$ cat src/rtl/wb_forward_unit_if.sv
// Bus bundle for wb_forward_unit: EX/MEM producer inputs, DOF operand path and the register
// file write port. The master side drives the pipeline inputs; the slave side is the unit.
interface wb_forward_unit_if #(
  parameter int unsigned DW = 32,
  parameter int unsigned AW = 5
);
  logic          ex_valid;
  logic          ex_rw;
  logic [AW-1:0] ex_da;
  logic [DW-1:0] ex_result;
  logic          ex_is_load;
  logic [DW-1:0] mem_rdata;
  logic [AW-1:0] dof_aa;
  logic [AW-1:0] dof_ba;
  logic [DW-1:0] dof_a_rf;
  logic [DW-1:0] dof_b_rf;
  logic [DW-1:0] dof_a;
  logic [DW-1:0] dof_b;
  logic          stall;
  logic [AW-1:0] rf_d_addr;
  logic [DW-1:0] rf_d_data;
  logic          rf_d_write;
  logic [15:0]   stall_cnt;

  modport master (
    output ex_valid, ex_rw, ex_da, ex_result, ex_is_load, mem_rdata,
    output dof_aa, dof_ba, dof_a_rf, dof_b_rf,
    input  dof_a, dof_b, stall, rf_d_addr, rf_d_data, rf_d_write, stall_cnt
  );

  modport slave (
    input  ex_valid, ex_rw, ex_da, ex_result, ex_is_load, mem_rdata,
    input  dof_aa, dof_ba, dof_a_rf, dof_b_rf,
    output dof_a, dof_b, stall, rf_d_addr, rf_d_data, rf_d_write, stall_cnt
  );
endinterface

$ cat src/rtl/wb_forward_unit.sv
// Writeback-side companion to the register file: carries results EX -> M -> W, drives the
// file write port and forwards DOF operands, raising a stall on load-use hazards.
module wb_forward_unit #(
  parameter int unsigned DW = 32,
  parameter int unsigned AW = 5
) (
  input logic              clk,
  input logic              rst_n,
  wb_forward_unit_if.slave bus
);

  // Stage M
  logic          m_valid_q;
  logic          m_rw_q;
  logic [AW-1:0] m_da_q;
  logic [DW-1:0] m_result_q;
  logic          m_is_load_q;

  // Stage W
  logic          w_valid_q;
  logic          w_rw_q;
  logic [AW-1:0] w_da_q;
  logic [DW-1:0] w_data_q;

  logic [15:0]   stall_cnt_q;
  logic [15:0]   stall_cnt_d;

  logic          ex_live;
  logic          m_live;
  logic          w_live;
  logic [DW-1:0] m_value;

  logic          hazard_a;
  logic          hazard_b;
  logic [DW-1:0] fwd_a;
  logic [DW-1:0] fwd_b;

  assign ex_live = bus.ex_valid & bus.ex_rw & (bus.ex_da != '0);
  assign m_live  = m_valid_q & m_rw_q & (m_da_q != '0);
  assign w_live  = w_valid_q & w_rw_q & (w_da_q != '0);
  // A load's data only exists while it sits in M, so M forwards mem_rdata directly.
  assign m_value = m_is_load_q ? bus.mem_rdata : m_result_q;

  // Youngest producer wins; a load still in EX has no data yet and becomes a hazard.
  function automatic logic [DW:0] resolve(
    input logic [AW-1:0] addr,
    input logic [DW-1:0] rf_data,
    input logic          ex_lv,
    input logic [AW-1:0] ex_da,
    input logic          ex_ld,
    input logic [DW-1:0] ex_res,
    input logic          m_lv,
    input logic [AW-1:0] m_da,
    input logic [DW-1:0] m_val,
    input logic          w_lv,
    input logic [AW-1:0] w_da,
    input logic [DW-1:0] w_val
  );
    logic [DW:0] r;
    r = {1'b0, rf_data};
    if (addr == '0) begin
      r = '0;
    end else if (ex_lv && (ex_da == addr)) begin
      r = ex_ld ? {1'b1, {DW{1'b0}}} : {1'b0, ex_res};
    end else if (m_lv && (m_da == addr)) begin
      r = {1'b0, m_val};
    end else if (w_lv && (w_da == addr)) begin
      r = {1'b0, w_val};
    end
    return r;
  endfunction

  always_comb begin
    {hazard_a, fwd_a} = resolve(bus.dof_aa, bus.dof_a_rf,
                                ex_live, bus.ex_da, bus.ex_is_load, bus.ex_result,
                                m_live, m_da_q, m_value, w_live, w_da_q, w_data_q);
    {hazard_b, fwd_b} = resolve(bus.dof_ba, bus.dof_b_rf,
                                ex_live, bus.ex_da, bus.ex_is_load, bus.ex_result,
                                m_live, m_da_q, m_value, w_live, w_da_q, w_data_q);
  end

  assign bus.dof_a = fwd_a;
  assign bus.dof_b = fwd_b;
  assign bus.stall = hazard_a | hazard_b;

  assign bus.rf_d_addr  = w_da_q;
  assign bus.rf_d_data  = w_data_q;
  assign bus.rf_d_write = w_live;
  assign bus.stall_cnt  = stall_cnt_q;

  always_comb begin
    stall_cnt_d = stall_cnt_q;
    if (bus.stall && (stall_cnt_q != 16'hFFFF)) begin
      stall_cnt_d = stall_cnt_q + 16'd1;
    end
  end

  // The pipeline is never gated by stall; upstream inserts the bubble itself.
  always_ff @(posedge clk or negedge rst_n) begin
    if (!rst_n) begin
      m_valid_q   <= 1'b0;
      m_rw_q      <= 1'b0;
      m_da_q      <= '0;
      m_result_q  <= '0;
      m_is_load_q <= 1'b0;
      w_valid_q   <= 1'b0;
      w_rw_q      <= 1'b0;
      w_da_q      <= '0;
      w_data_q    <= '0;
      stall_cnt_q <= '0;
    end else begin
      m_valid_q   <= bus.ex_valid;
      m_rw_q      <= bus.ex_rw;
      m_da_q      <= bus.ex_da;
      m_result_q  <= bus.ex_result;
      m_is_load_q <= bus.ex_is_load;
      w_valid_q   <= m_valid_q;
      w_rw_q      <= m_rw_q;
      w_da_q      <= m_da_q;
      w_data_q    <= m_value;
      stall_cnt_q <= stall_cnt_d;
    end
  end

  // R0 is hardwired; a write to it would be a forwarding-qualification bug.
  a_no_r0_write : assert property (@(posedge clk) disable iff (!rst_n)
    bus.rf_d_write |-> (bus.rf_d_addr != '0));

  a_cnt_monotonic : assert property (@(posedge clk) disable iff (!rst_n)
    ##1 (stall_cnt_q >= $past(stall_cnt_q)));

endmodule

$ cat src/flat_wrapper.sv
// flat-port wrapper written by rule: the top's interface ports become plain ports
module wb_forward_unit_flat 
#(
  parameter int unsigned DW = 32,
  parameter int unsigned AW = 5
)
  (clk, rst_n, bus_ex_valid, bus_ex_rw, bus_ex_da, bus_ex_result, bus_ex_is_load, bus_mem_rdata, bus_dof_aa, bus_dof_ba, bus_dof_a_rf, bus_dof_b_rf, bus_dof_a, bus_dof_b, bus_stall, bus_rf_d_addr, bus_rf_d_data, bus_rf_d_write, bus_stall_cnt);
  wb_forward_unit_if #(.DW(DW), .AW(AW)) bus_i ();
  input logic clk;
  input logic rst_n;
  input wire logic [$bits(bus_i.ex_valid)-1:0] bus_ex_valid;
  input wire logic [$bits(bus_i.ex_rw)-1:0] bus_ex_rw;
  input wire logic [$bits(bus_i.ex_da)-1:0] bus_ex_da;
  input wire logic [$bits(bus_i.ex_result)-1:0] bus_ex_result;
  input wire logic [$bits(bus_i.ex_is_load)-1:0] bus_ex_is_load;
  input wire logic [$bits(bus_i.mem_rdata)-1:0] bus_mem_rdata;
  input wire logic [$bits(bus_i.dof_aa)-1:0] bus_dof_aa;
  input wire logic [$bits(bus_i.dof_ba)-1:0] bus_dof_ba;
  input wire logic [$bits(bus_i.dof_a_rf)-1:0] bus_dof_a_rf;
  input wire logic [$bits(bus_i.dof_b_rf)-1:0] bus_dof_b_rf;
  output wire logic [$bits(bus_i.dof_a)-1:0] bus_dof_a;
  output wire logic [$bits(bus_i.dof_b)-1:0] bus_dof_b;
  output wire logic [$bits(bus_i.stall)-1:0] bus_stall;
  output wire logic [$bits(bus_i.rf_d_addr)-1:0] bus_rf_d_addr;
  output wire logic [$bits(bus_i.rf_d_data)-1:0] bus_rf_d_data;
  output wire logic [$bits(bus_i.rf_d_write)-1:0] bus_rf_d_write;
  output wire logic [$bits(bus_i.stall_cnt)-1:0] bus_stall_cnt;
  assign bus_i.ex_valid = bus_ex_valid;
  assign bus_i.ex_rw = bus_ex_rw;
  assign bus_i.ex_da = bus_ex_da;
  assign bus_i.ex_result = bus_ex_result;
  assign bus_i.ex_is_load = bus_ex_is_load;
  assign bus_i.mem_rdata = bus_mem_rdata;
  assign bus_i.dof_aa = bus_dof_aa;
  assign bus_i.dof_ba = bus_dof_ba;
  assign bus_i.dof_a_rf = bus_dof_a_rf;
  assign bus_i.dof_b_rf = bus_dof_b_rf;
  assign bus_dof_a = bus_i.dof_a;
  assign bus_dof_b = bus_i.dof_b;
  assign bus_stall = bus_i.stall;
  assign bus_rf_d_addr = bus_i.rf_d_addr;
  assign bus_rf_d_data = bus_i.rf_d_data;
  assign bus_rf_d_write = bus_i.rf_d_write;
  assign bus_stall_cnt = bus_i.stall_cnt;
  wb_forward_unit #(.DW(DW), .AW(AW)) u_core (.clk(clk), .rst_n(rst_n), .bus(bus_i));
endmodule
$ cat config.mk
export PLATFORM = sky130hd
export DESIGN_NAME = wb_forward_unit_flat
export DESIGN_NICKNAME = d
export VERILOG_FILES = /design/src/rtl/wb_forward_unit_if.sv /design/src/rtl/wb_forward_unit.sv /design/src/flat_wrapper.sv
export SDC_FILE = /design/constraint.sdc
export NUM_CORES = 1
export LEC_CHECK = 0
export CAP_MARGIN = 40
export CELL_PAD_IN_SITES_DETAIL_PLACEMENT = 1
export CELL_PAD_IN_SITES_GLOBAL_PLACEMENT = 2
export CORE_MARGIN = 2
export CORE_UTILIZATION = 27
export DETAILED_ROUTE_END_ITERATION = 12
export HOLD_SLACK_MARGIN = 0.03
export PLACE_DENSITY_LB_ADDON = 0.3
export SETUP_SLACK_MARGIN = 0.05
export SLEW_MARGIN = 20
export SYNTH_ARGS = -nofsm -noshare
export SYNTH_HDL_FRONTEND = slang
export SYNTH_SLANG_ARGS = --single-unit
$ cat constraint.sdc
create_clock -name clk -period 5.45 [get_ports clk]
set_clock_uncertainty 0.2 [all_clocks]
set_input_delay 1.09 -clock clk [delete_from_list [all_inputs] [get_ports clk]]
set_output_delay 1.09 -clock clk [all_outputs]
set_load 0.05 [all_outputs]
==> impl_results.md <==
* CTS HTree Levels at 3
* Clock Path Buffers at 2
* Worst-path fanout max at 32
* Max Clk Rate at 0.195 GHz
* Root cell of the clock tree: clkbuf_16
* Port bufs at 266
* Sink Count at 95
* Hold WC Path Type: reg -> reg
* Routed WL at 25900 microns
* Post-synth EDFFs at 0
* Core ar. at 21800 sq um
* Initial antenna violation count at 1
* Max Cap Violations at 0
* Setup Viol. Count Final at 0
* Hold Path Stages at 0
* Unrepaired setup endpoints after global routing: no
* Vias in the first global route at 6562
* CTS buffer count at 9
* TritonCTS clock tree: yes
* Detailed Routing Iterations Pass 1 at 4
* R2R depth at 7
* Pin count of the biggest net entering global routing at 56
* Final-stage net count at 979
* GP Congestion at 0.864
* # rows at 54
* FF/Latch Area at 2380 sq um
* Hold buffers post-CTS at 0
* Finished Layout Cells at 1115
* Worst vdd ir at 0.138 mV
* First-pass GRT wire length at 40000 microns
* Initial DRC Count at 168
* Gr ovfl total at 0
* Initial Utilization at 0.275
* Part of the power in registers at 0.341
* Syn. warnings at 0
* Final hold vios at 0
* FILL cells at 2355
* Slew margin rel. at 0.550
* Ys async rst share at 1.00
* Yosys top cell area share at 0.396
* Routed Antenna Nets at 0
* Die Wd at 153 microns
* Multi-input logic area at 3330 sq um
* Final period util at 0.940
* I/O Pins at 267
* Via/cell ratio at 5.17
* # diodes at 0
* Cells after Synth at 576
* Post-CTS Resized at 0
* Clock share of power at 0.312
* Die area at 23500 sq um
* Top post-synthesis cells by area: dfrtp_1, o221ai_2, nand2b_1, mux2_2, mux2i_1
* Min Tclk post-route at 5.12 ns
* Clock slew at reported path FFs at 0.08 ns
* Synth cell count leaders: dfrtp_1, nand2b_1, nor2_1, mux2_2
* CP Data Required Time at 4.16 ns
* Avg Inst Size Synth at 10.4 sq um
* Netlist Area Pre-Place at 6010 sq um
* Register bit total from synthesis at 95
* Vias post-DR at 5770
* Synth Flop Type: dfrtp_1
* Run status: completed
* Crit Path Class: in -> out
* Comb power frac at 0.347
* Synth area leader: dfrtp_1
* Crit start category: input port
* Fraction of layout cells with a size suffix above 1 at 0.217
* Layout area overhead at 67.3%
* Final Max Tran Viols at 0
* Switch share at 0.338
* # Post-CTS Setup Buffers at 0
* Crit. End Element: primary output
* Clk_lat worst skew at 0.36 ns
* Power Density at 228 nW/um^2
* Hpwl dp at 18500 microns
* Die height at 153 microns
* Sequential-to-total area share from yosys stat at 0.396
* Reported net switching power at 0.775 mW
* Drt drc at 0
* Cell with the most instances after synthesis: dfrtp_1
* Routed length per placed instance at 23.2 microns
* Setup TNS at 0 ns
* Pin slew with the least headroom to its limit at 0.676 ns
* Tot GR Track Use at 0.221
* Critical Path AT at 3.83 ns
* Synth Net Count at 725
* Placed cell count at 1098
* Synth unique cells at 41
* P_leak at 3.90 nW
* Cell-internal power at 1.52 mW
cell usage in the layout, fill, tap and decap left out, drive strengths merged, types with 34 or more instances in the layout:
master and instances:
clkdlybuf4s50 200, dfrtp 95, nand2b 66, buf 88, inv 34, mux2 35, nor2 37
per-stage QoR:
step / area, sq um / setup WS (ns) / utilization / total power [mW] / hold slack (ns)
after floorplan: 6010 / 0.539 / - / 1.18 / 0.154
after global placement: 9630 / 0.311 / 0.441 / 1.58 / 0.165
after detailed placement: 9700 / 0.347 / 0.444 / 1.60 / 0.172
after CTS: 10000 / 0.340 / 0.459 / 2.32 / 0.191
after global routing: 10100 / 0.239 / 0.461 / 2.39 / 0.215
final: 10100 / 0.329 / 0.461 / 2.30 / 0.182
area by class of cell:
type / instances / share of cell area
clock inverter: 7 / 0.0105
tap: 280 / 0.0348
inverter: 32 / 0.0119
multi-input combinational: 404 / 0.331
timing repair buffer: 288 / 0.353
sequential: 95 / 0.237
clock buffer: 9 / 0.0224
state kept, by name (all words and copies together) (netlist names):
signal and flops:
u_core.bus.stall_cnt 16, u_core.m_is_load_q 1, u_core.bus.rf_d_addr 5, u_core.w_rw_q 1, u_core.m_da_q 5, u_core.w_valid_q 1
u_core.m_rw_q 1, u_core.m_valid_q 1, u_core.m_result_q 32, u_core.bus.rf_d_data 32
per-layer routing:
| layer | part of all wire | vias up | routed length (microns) | GRT usage |
|---|---|---|---|---|
| li1 | - | 2624 | - | - |
| met2 | 0.50 | 169 | 13000 | 0.380 |
| met4 | 0.018 | 2 | 459 | 0.0639 |
| met3 | 0.046 | 27 | 1180 | 0.0428 |
| met1 | 0.43 | 2948 | 11200 | 0.282 |
| met5 | 0.00050 | - | 13 | 0 |
worst max-delay path: stages:
cell and delay (ns):
clkdlybuf4s50_1 0.49, or4_1 0.61, o211a_1 0.26, and3_2 0.21, a211o_4 0.57, o221ai_1 0.39
buf_12 0.18
power groups by stage:
stage | sequential [mW] | combinational (mW) | clock (mW)
2_1_floorplan | 0.873 | 0.302 | 0
3_3_place_gp | 0.798 | 0.780 | 0
3_5_place_dp | 0.798 | 0.797 | 0
4_1_cts | 0.784 | 0.800 | 0.739
5_1_grt | 0.791 | 0.834 | 0.768
6_report | 0.784 | 0.797 | 0.716
kinds of logic (layout without fill, tap and decap cells):
family,after synthesis,in the layout,synth area share
AOI/OAI and AO/OA,136,136,0.217
adders and majority gates,1,1,0.00208
DFF,95,95,0.396
xor gates and xnor gates,43,43,0.0627
and+or+nand+nor,157,157,0.148
buffers and inverters,77,336,0.0562
muxes,67,67,0.119
worst paths after layout:
| path | from | slack, ns | to |
|---|---|---|---|
| setup / recovery | bus_ex_da[0] | 0.33 | bus_dof_b[31] |
| hold reg to reg | u_core.m_rw_q$_DFF_PN0_ | 0.18 | u_core.w_rw_q$_DFF_PN0_ |
| max in group asynchronous | rst_n | 3.63 | u_core.m_is_load_q$_DFF_PN0_ |
| min in group asynchronous | rst_n | 0.32 | u_core.bus.stall_cnt[7]$_DFFE_PN0P_ |
| setup reg to reg | u_core.bus.stall_cnt[0]$_DFFE_PN0P_ | 3.10 | u_core.bus.stall_cnt[1]$_DFFE_PN0P_ |
| hold / removal | u_core.m_rw_q$_DFF_PN0_ | 0.18 | u_core.w_rw_q$_DFF_PN0_ |
Power figures use the tool's default switching activity.
